**src/rtl/uart_rx_core.sv**
```systemverilog
// -----------------------------------------------------------------------------
// uart_rx_core
//   UART receiver. Oversamples the serial line by a runtime prescale,
//   majority-votes three samples around the middle of each bit, and checks
//   the optional parity bit and the stop bit. The recovered word is presented
//   with a single-cycle valid strobe.
//
// Ports
//   clk          UART-domain clock (prescale x baud)
//   reset        asynchronous active-low reset
//   rx_in        serial line, asynchronous to clk, idle high
//   prescale     oversampling ratio: 8, 16 or 32 (anything else acts as 8)
//   par_en       1 = frame carries a parity bit
//   par_type     0 = even parity, 1 = odd parity
//   p_data       last good received word (holds between frames)
//   data_valid   one-cycle pulse when p_data is updated
//   parity_error one-cycle pulse on parity mismatch
//   stop_error   one-cycle pulse when the stop bit votes 0
//   busy         high whenever the receiver is not idle
// -----------------------------------------------------------------------------
module uart_rx_core #(
  parameter int data_width  = 8,
  parameter int presc_width = 6
) (
  input  logic                   clk,
  input  logic                   reset,
  input  logic                   rx_in,
  input  logic [presc_width-1:0] prescale,
  input  logic                   par_en,
  input  logic                   par_type,
  output logic [data_width-1:0]  p_data,
  output logic                   data_valid,
  output logic                   parity_error,
  output logic                   stop_error,
  output logic                   busy
);

  localparam int bcw = (data_width > 1) ? $clog2(data_width) : 1;
  localparam logic [bcw-1:0] last_bit = bcw'(data_width - 1);

  typedef enum logic [2:0] {
    S_IDLE   = 3'd0,
    S_START  = 3'd1,
    S_DATA   = 3'd2,
    S_PARITY = 3'd3,
    S_STOP   = 3'd4,
    S_CHECK  = 3'd5
  } state_t;

  function automatic logic majority3(input logic [2:0] s);
    return (s[0] & s[1]) | (s[0] & s[2]) | (s[1] & s[2]);
  endfunction

  function automatic logic parity_bit(input logic [data_width-1:0] d, input logic odd);
    return (^d) ^ odd;
  endfunction

  state_t                  state_r, state_nxt_s;
  logic [1:0]              sync_r;
  logic                    rx_s;
  logic [presc_width-1:0]  presc_r;
  logic                    par_en_r, par_type_r;
  logic [presc_width-1:0]  edge_cnt_r;
  logic [bcw-1:0]          bit_cnt_r;
  logic [2:0]              samp_r;
  logic [data_width-1:0]   shift_r;
  logic                    par_fail_r, stop_fail_r;

  logic [presc_width-1:0]  half_s;
  logic                    wrap_s, vote_pt_s, vote_s, presc_ok_s, cnt_clr_s;

  assign rx_s       = sync_r[1];
  assign half_s     = presc_r >> 1;
  assign wrap_s     = (edge_cnt_r == presc_r - presc_width'(1));
  assign vote_pt_s  = (edge_cnt_r == half_s + presc_width'(2));
  assign vote_s     = majority3(samp_r);
  assign presc_ok_s = (prescale == presc_width'(8)) || (prescale == presc_width'(16)) ||
                      (prescale == presc_width'(32));

  // Two-flop synchroniser for the asynchronous serial line, reset to idle-high.
  always_ff @(posedge clk or negedge reset) begin
    if (!reset) begin
      sync_r <= 2'b11;
    end else begin
      sync_r <= {sync_r[0], rx_in};
    end
  end

  // State register.
  always_ff @(posedge clk or negedge reset) begin
    if (!reset) begin
      state_r <= S_IDLE;
    end else begin
      state_r <= state_nxt_s;
    end
  end

  // Next-state logic. STOP leaves at the vote point rather than the bit end so
  // a start bit directly after the stop bit is seen from IDLE.
  always_comb begin
    state_nxt_s = state_r;
    cnt_clr_s   = 1'b0;
    case (state_r)
      S_IDLE: begin
        cnt_clr_s = 1'b1;
        if (!rx_s) state_nxt_s = S_START;
        else       state_nxt_s = S_IDLE;
      end
      S_START: begin
        if (vote_pt_s && vote_s) state_nxt_s = S_IDLE;   // glitch, not a start bit
        else if (wrap_s)         state_nxt_s = S_DATA;
        else                     state_nxt_s = S_START;
      end
      S_DATA: begin
        if (wrap_s && (bit_cnt_r == last_bit)) state_nxt_s = par_en_r ? S_PARITY : S_STOP;
        else                                   state_nxt_s = S_DATA;
      end
      S_PARITY: begin
        if (wrap_s) state_nxt_s = S_STOP;
        else        state_nxt_s = S_PARITY;
      end
      S_STOP: begin
        if (vote_pt_s) state_nxt_s = S_CHECK;
        else           state_nxt_s = S_STOP;
      end
      S_CHECK: begin
        cnt_clr_s   = 1'b1;
        state_nxt_s = S_IDLE;
      end
      default: begin
        cnt_clr_s   = 1'b1;
        state_nxt_s = S_IDLE;
      end
    endcase
    if ((state_nxt_s == S_IDLE) || (state_nxt_s == S_CHECK) || wrap_s) cnt_clr_s = 1'b1;
    else                                                              cnt_clr_s = cnt_clr_s;
  end

  // Bit-phase and bit-index counters.
  always_ff @(posedge clk or negedge reset) begin
    if (!reset) begin
      edge_cnt_r <= '0;
      bit_cnt_r  <= '0;
    end else begin
      edge_cnt_r <= cnt_clr_s ? '0 : edge_cnt_r + presc_width'(1);
      if (state_r != S_DATA)  bit_cnt_r <= '0;
      else if (wrap_s)        bit_cnt_r <= (bit_cnt_r == last_bit) ? '0 : bit_cnt_r + bcw'(1);
      else                    bit_cnt_r <= bit_cnt_r;
    end
  end

  // Frame configuration, captured only when a start edge is accepted.
  always_ff @(posedge clk or negedge reset) begin
    if (!reset) begin
      presc_r    <= presc_width'(8);
      par_en_r   <= 1'b0;
      par_type_r <= 1'b0;
    end else if ((state_r == S_IDLE) && !rx_s) begin
      presc_r    <= presc_ok_s ? prescale : presc_width'(8);
      par_en_r   <= par_en;
      par_type_r <= par_type;
    end
  end

  // Three samples around mid-bit, shift register and per-frame error flags.
  always_ff @(posedge clk or negedge reset) begin
    if (!reset) begin
      samp_r      <= 3'b111;
      shift_r     <= '0;
      par_fail_r  <= 1'b0;
      stop_fail_r <= 1'b0;
    end else begin
      if (edge_cnt_r == half_s - presc_width'(1)) samp_r[0] <= rx_s;
      if (edge_cnt_r == half_s)                   samp_r[1] <= rx_s;
      if (edge_cnt_r == half_s + presc_width'(1)) samp_r[2] <= rx_s;
      if ((state_r == S_DATA) && vote_pt_s) shift_r <= {vote_s, shift_r[data_width-1:1]};
      if (state_r == S_IDLE) begin
        par_fail_r  <= 1'b0;
        stop_fail_r <= 1'b0;
      end else begin
        if ((state_r == S_PARITY) && vote_pt_s)
          par_fail_r <= (vote_s != parity_bit(shift_r, par_type_r));
        if ((state_r == S_STOP) && vote_pt_s)
          stop_fail_r <= ~vote_s;
      end
    end
  end

  // Registered outputs; the frame verdict lands the cycle after CHECK.
  always_ff @(posedge clk or negedge reset) begin
    if (!reset) begin
      p_data       <= '0;
      data_valid   <= 1'b0;
      parity_error <= 1'b0;
      stop_error   <= 1'b0;
      busy         <= 1'b0;
    end else begin
      data_valid   <= (state_r == S_CHECK) && !par_fail_r && !stop_fail_r;
      parity_error <= (state_r == S_CHECK) && par_fail_r;
      stop_error   <= (state_r == S_CHECK) && stop_fail_r;
      busy         <= (state_nxt_s != S_IDLE);
      if ((state_r == S_CHECK) && !par_fail_r && !stop_fail_r) p_data <= shift_r;
    end
  end

endmodule
```
**config.mk**
```make
export PLATFORM = sky130hd
export DESIGN_NAME = uart_rx_core
export DESIGN_NICKNAME = d
export VERILOG_FILES = /design/src/rtl/uart_rx_core.sv
export SDC_FILE = /design/constraint.sdc
export NUM_CORES = 1
export LEC_CHECK = 0
export BUFFER_PORTS_ARGS = -buffer_cell sky130_fd_sc_hd__buf_2
export CAP_MARGIN = 20
export CORE_ASPECT_RATIO = 0.7
export CORE_MARGIN = 2
export CORE_UTILIZATION = 53
export DETAILED_ROUTE_END_ITERATION = 12
export PLACE_DENSITY = 0.75
export SLEW_MARGIN = 10
export SYNTH_ARGS = -nofsm -noshare
export SYNTH_HDL_FRONTEND = slang
export SYNTH_SLANG_ARGS = --single-unit
export TNS_END_PERCENT = 10
```
**constraint.sdc**
```tcl
create_clock -name clk -period 2.4 [get_ports clk]
set_input_delay 0.48 -clock clk [delete_from_list [all_inputs] [get_ports clk]]
set_output_delay 0.48 -clock clk [all_outputs]
set_load 0.03 [all_outputs]
```
==> results.py <==
metrics = {
    "clocking": {
        "cts_hold_buffers": 0,
        "clock_path_buffers": 2,
        "cts_buffers": 5,
        "cts.sinks": 47,
        "cts_root_buf": "clkbuf_8",
        "clkTransAtPathRegs_ns": 0.10,
        "clock_latency_ns": 0.32,
        "cts_tree": "done",
        "htree_levels": 2,
    },
    "floorplan": {
        "start_util_pct": 55.2,
        "core_area_um2": 4780,
        "rows": 21,
        "die_x_um": 88.4,
        "io-pin-count": 23,
        "die_h_um": 63.1,
        "dieArea_um2": 5570,
    },
    "critical_path": {
        "crit_path_cell_trace": "ha_2 -> nand3b_1 -> a221oi_4 -> o2111ai_4 -> nor2_4 -> mux2_2",
        "path_class": "flop to flop",
        "arrival_ns": 2.53,
        "critPathMaxStageDelay_ns": 0.60,
        "required_ns": 2.61,
        "cp-end-kind": "flop",
        "critPathMaxFanout": 8,
        "cpMaxStageDelayCell": "dfstp_2",
        "cp-start-kind": "flop",
    },
    "route": {
        "wl_per_cell_um": 14.6,
        "drtIter0Drc": 119,
        "route.detailed.drc": 0,
        "via_per_inst": 5.27,
        "drtPass1Iterations": 4,
        "dr_total_vias": 1943,
        "antenna_left": 0,
        "wirelength_um": 5380,
    },
    "synth": {
        "synth-adder-area-share_pct": 5.12,
        "synth_ff_type": "dfrtp_1",
        "ys_seq_elements": 47,
        "async_flop_share_pct": 100,
        "synth-simple-area-share_pct": 18.6,
        "synth_common_cells": "45 x nand2_1, 41 x dfrtp_1, 29 x nor2_1, 19 x xnor2_1, 14 x xor2_1",
        "yosysSeqAreaShare_pct": 44.8,
        "synth-xor-area-share_pct": 11.6,
        "synth_edf_count": 0,
        "yosysWarnings": 0,
        "yosysUniqueCellTypes": 47,
        "syn_area_per_cell_um2": 10.0,
        "yosys.area.top_type": "dfrtp_1",
        "synth_top_area_share_pct": 38.9,
        "synthCells": 264,
        "synthMuxAreaShare_pct": 6.78,
        "synth_top_family_by_area": "simple AND/OR/NAND/NOR gates",
        "synth_most_common_cell": "nand2_1",
        "synth_nets": 285,
        "synthesis.area_um2": 2640,
        "synthTopCellsByArea": "dfrtp_1 39%, nand2_1 6.4%, xnor2_1 6.3%",
        "synth-compound-area-share_pct": 8.86,
    },
    "pwr": {
        "power.net_switching_uw": 917,
        "p_comb_share_pct": 33.6,
        "intPower_mw": 1.53,
        "finalPower_mw": 2.45,
        "power_density_nw_per_um2": 818,
        "irDropWorstVdd_mv": 0.484,
        "seq_power_share_pct": 45.3,
        "p_leak_nw": 1.42,
        "clkPwrFrac_pct": 21.1,
        "swShare_pct": 37.5,
    },
    "grt": {
        "grt_pass1_vias": 1886,
        "grt_pass1_wl_um": 9260,
        "overflow": 0,
        "grt.total_usage_pct": 21.5,
        "antenna_found_initial": 0,
        "grt_max_degree": 48,
    },
    "cells_and_area": {
        "fin_area_um2": 2990,
        "syn_to_final_growth_pct": 13.4,
        "nNetsFinal": 320,
        "antennaDiodeCount": 0,
        "final_layout_size_suffix_gt1_share_pct": 25.0,
        "nFillCells": 407,
    },
    "sta": {
        "hold_violations": 0,
        "setup_viol": 0,
        "finalSetupTns_ns": 0,
        "slew_headroom_pct": 61.1,
        "fmax_mhz": 431,
        "drv_slew": 0,
        "fin_ws_ns": 0.0780,
        "fin_crit_ns": 2.32,
        "fin_crit_sh_pct": 96.8,
        "hold_slack_ns": 0.230,
        "finClkSkew_ns": 0.0106,
        "rsz0062_at_grt": "yes",
        "tightest_slew_ns": 0.584,
    },
    "job": {
        "max_cap_violations": 0,
    },
    "status": {
        "status": "finished clean",
    },
    "placement": {
        "gp_congestion": 0.915,
        "numPortBuffers": 22,
        "placed_cell_area_um2": 2850,
        "dpl.hpwl_um": 3960,
        "place_ws_ns": 0.0453,
    },
    "worst_hold_path": {
        "min_path_type": "input port to async pin",
    },
}
==> repair_timing <==
| item | 4_1_cts | 5_1_grt |
|---|---|---|
| gates resized for setup | 0 | 5 |
| endpoints found under the setup margin | 0 | 20 |
| buffers inserted | 0 | 4 |
==> routing by layer <==
layer  wire (µm)  share of wire [%]  track usage (%)  vias to the layer above
met4          62                1.2             5.49                        0
met5           0                  0                0                        -
met3         265                4.9             5.90                        7
met1        2720                 51             33.3                      920
met2        2330                 43             29.7                       62
li1            -                  -                -                      954
==> kinds of logic (layout without fill, tap and decap cells) <==
kind of cell    after synthesis  after routing
xor+xnor                     34             34
fa+ha+maj                    11             11
compound gates               29             29
mux                          16             16
flops                        47             47
simple gates                108            108
buf+inv                      19             55
==> worst max-delay path, delay by kind of cell, from the launching register on <==
family	cells	cell delay [ns]
adders and majority gates	1	0.23
DFF	1	0.60
and+or+nand+nor	2	0.41
AOI/OAI and AO/OA	2	0.60
muxes	1	0.37
==> power by group through the flow <==
stage	combinational, mW	sequential (mW)	clock [mW]
floorplan	0.696	1.03	0
global placement	0.773	1.12	0
detailed placement	0.792	1.12	0
CTS	0.795	1.10	0.536
global route	0.921	1.13	0.575
finish	0.823	1.11	0.517
==> stage by stage <==
step,utilization [%],instances
after floorplan,-,264
after global placement,59.6,357
after detailed placement,59.6,357
after CTS,61.6,365
after global routing,62.6,369
final,62.6,369
==> cells in the final DEF (no fill, tap or decap), drive strengths merged, types with 2 or more instances in the layout <==
cell type,synthesis,routed
a21boi,2,2
a21o,2,2
a21oi,4,4
and3,2,2
buf,5,38
clkbuf,5,5
dfrtp,41,41
dfstp,6,6
ha,10,10
inv,8,10
mux2,12,12
mux2i,4,4
nand2,45,45
nand2b,4,4
nand3,12,12
nand4,2,2
nor2,30,30
nor2b,2,2
nor4,4,4
o2111ai,2,2
o21ai,11,11
o31ai,2,2
xnor2,19,19
xor2,15,15
==> area by class of cell <==
class,instances,area [µm²],share of cell area (%)
sequential,47,1180,39.6
multi-input combinational,198,1360,45.5
tap,69,86.3,2.88
clock buffer,5,68.8,2.30
clock inverter,3,27.5,0.919
inverter,9,33.8,1.13
timing repair buffer,38,230,7.69
==> sequential cells by signal (all words and copies together) (netlist names), 2 cells and up <==
register and cells:
bit_cnt_r 3, state_r 3, shift_r 8, edge_cnt_r 6, sync_r 2, samp_r 3, presc_r 6, p_data 8
==> worst paths after layout <==
check / from / endpoint / slack, ns / depth (start not counted)
max in group asynchronous: reset / busy / 1.76 / 2
setup / recovery: presc_r[3] / shift_r[6] / 0.08 / 6
hold / removal: reset / edge_cnt_r[1] / 0.23 / 2
setup reg to reg: presc_r[3] / shift_r[6] / 0.08 / 6
hold reg to reg: sync_r[0] / sync_r[1] / 0.36 / 0
min in group clk: rx_in / sync_r[0] / 0.25 / 1
(Power assumes the default switching activity.)
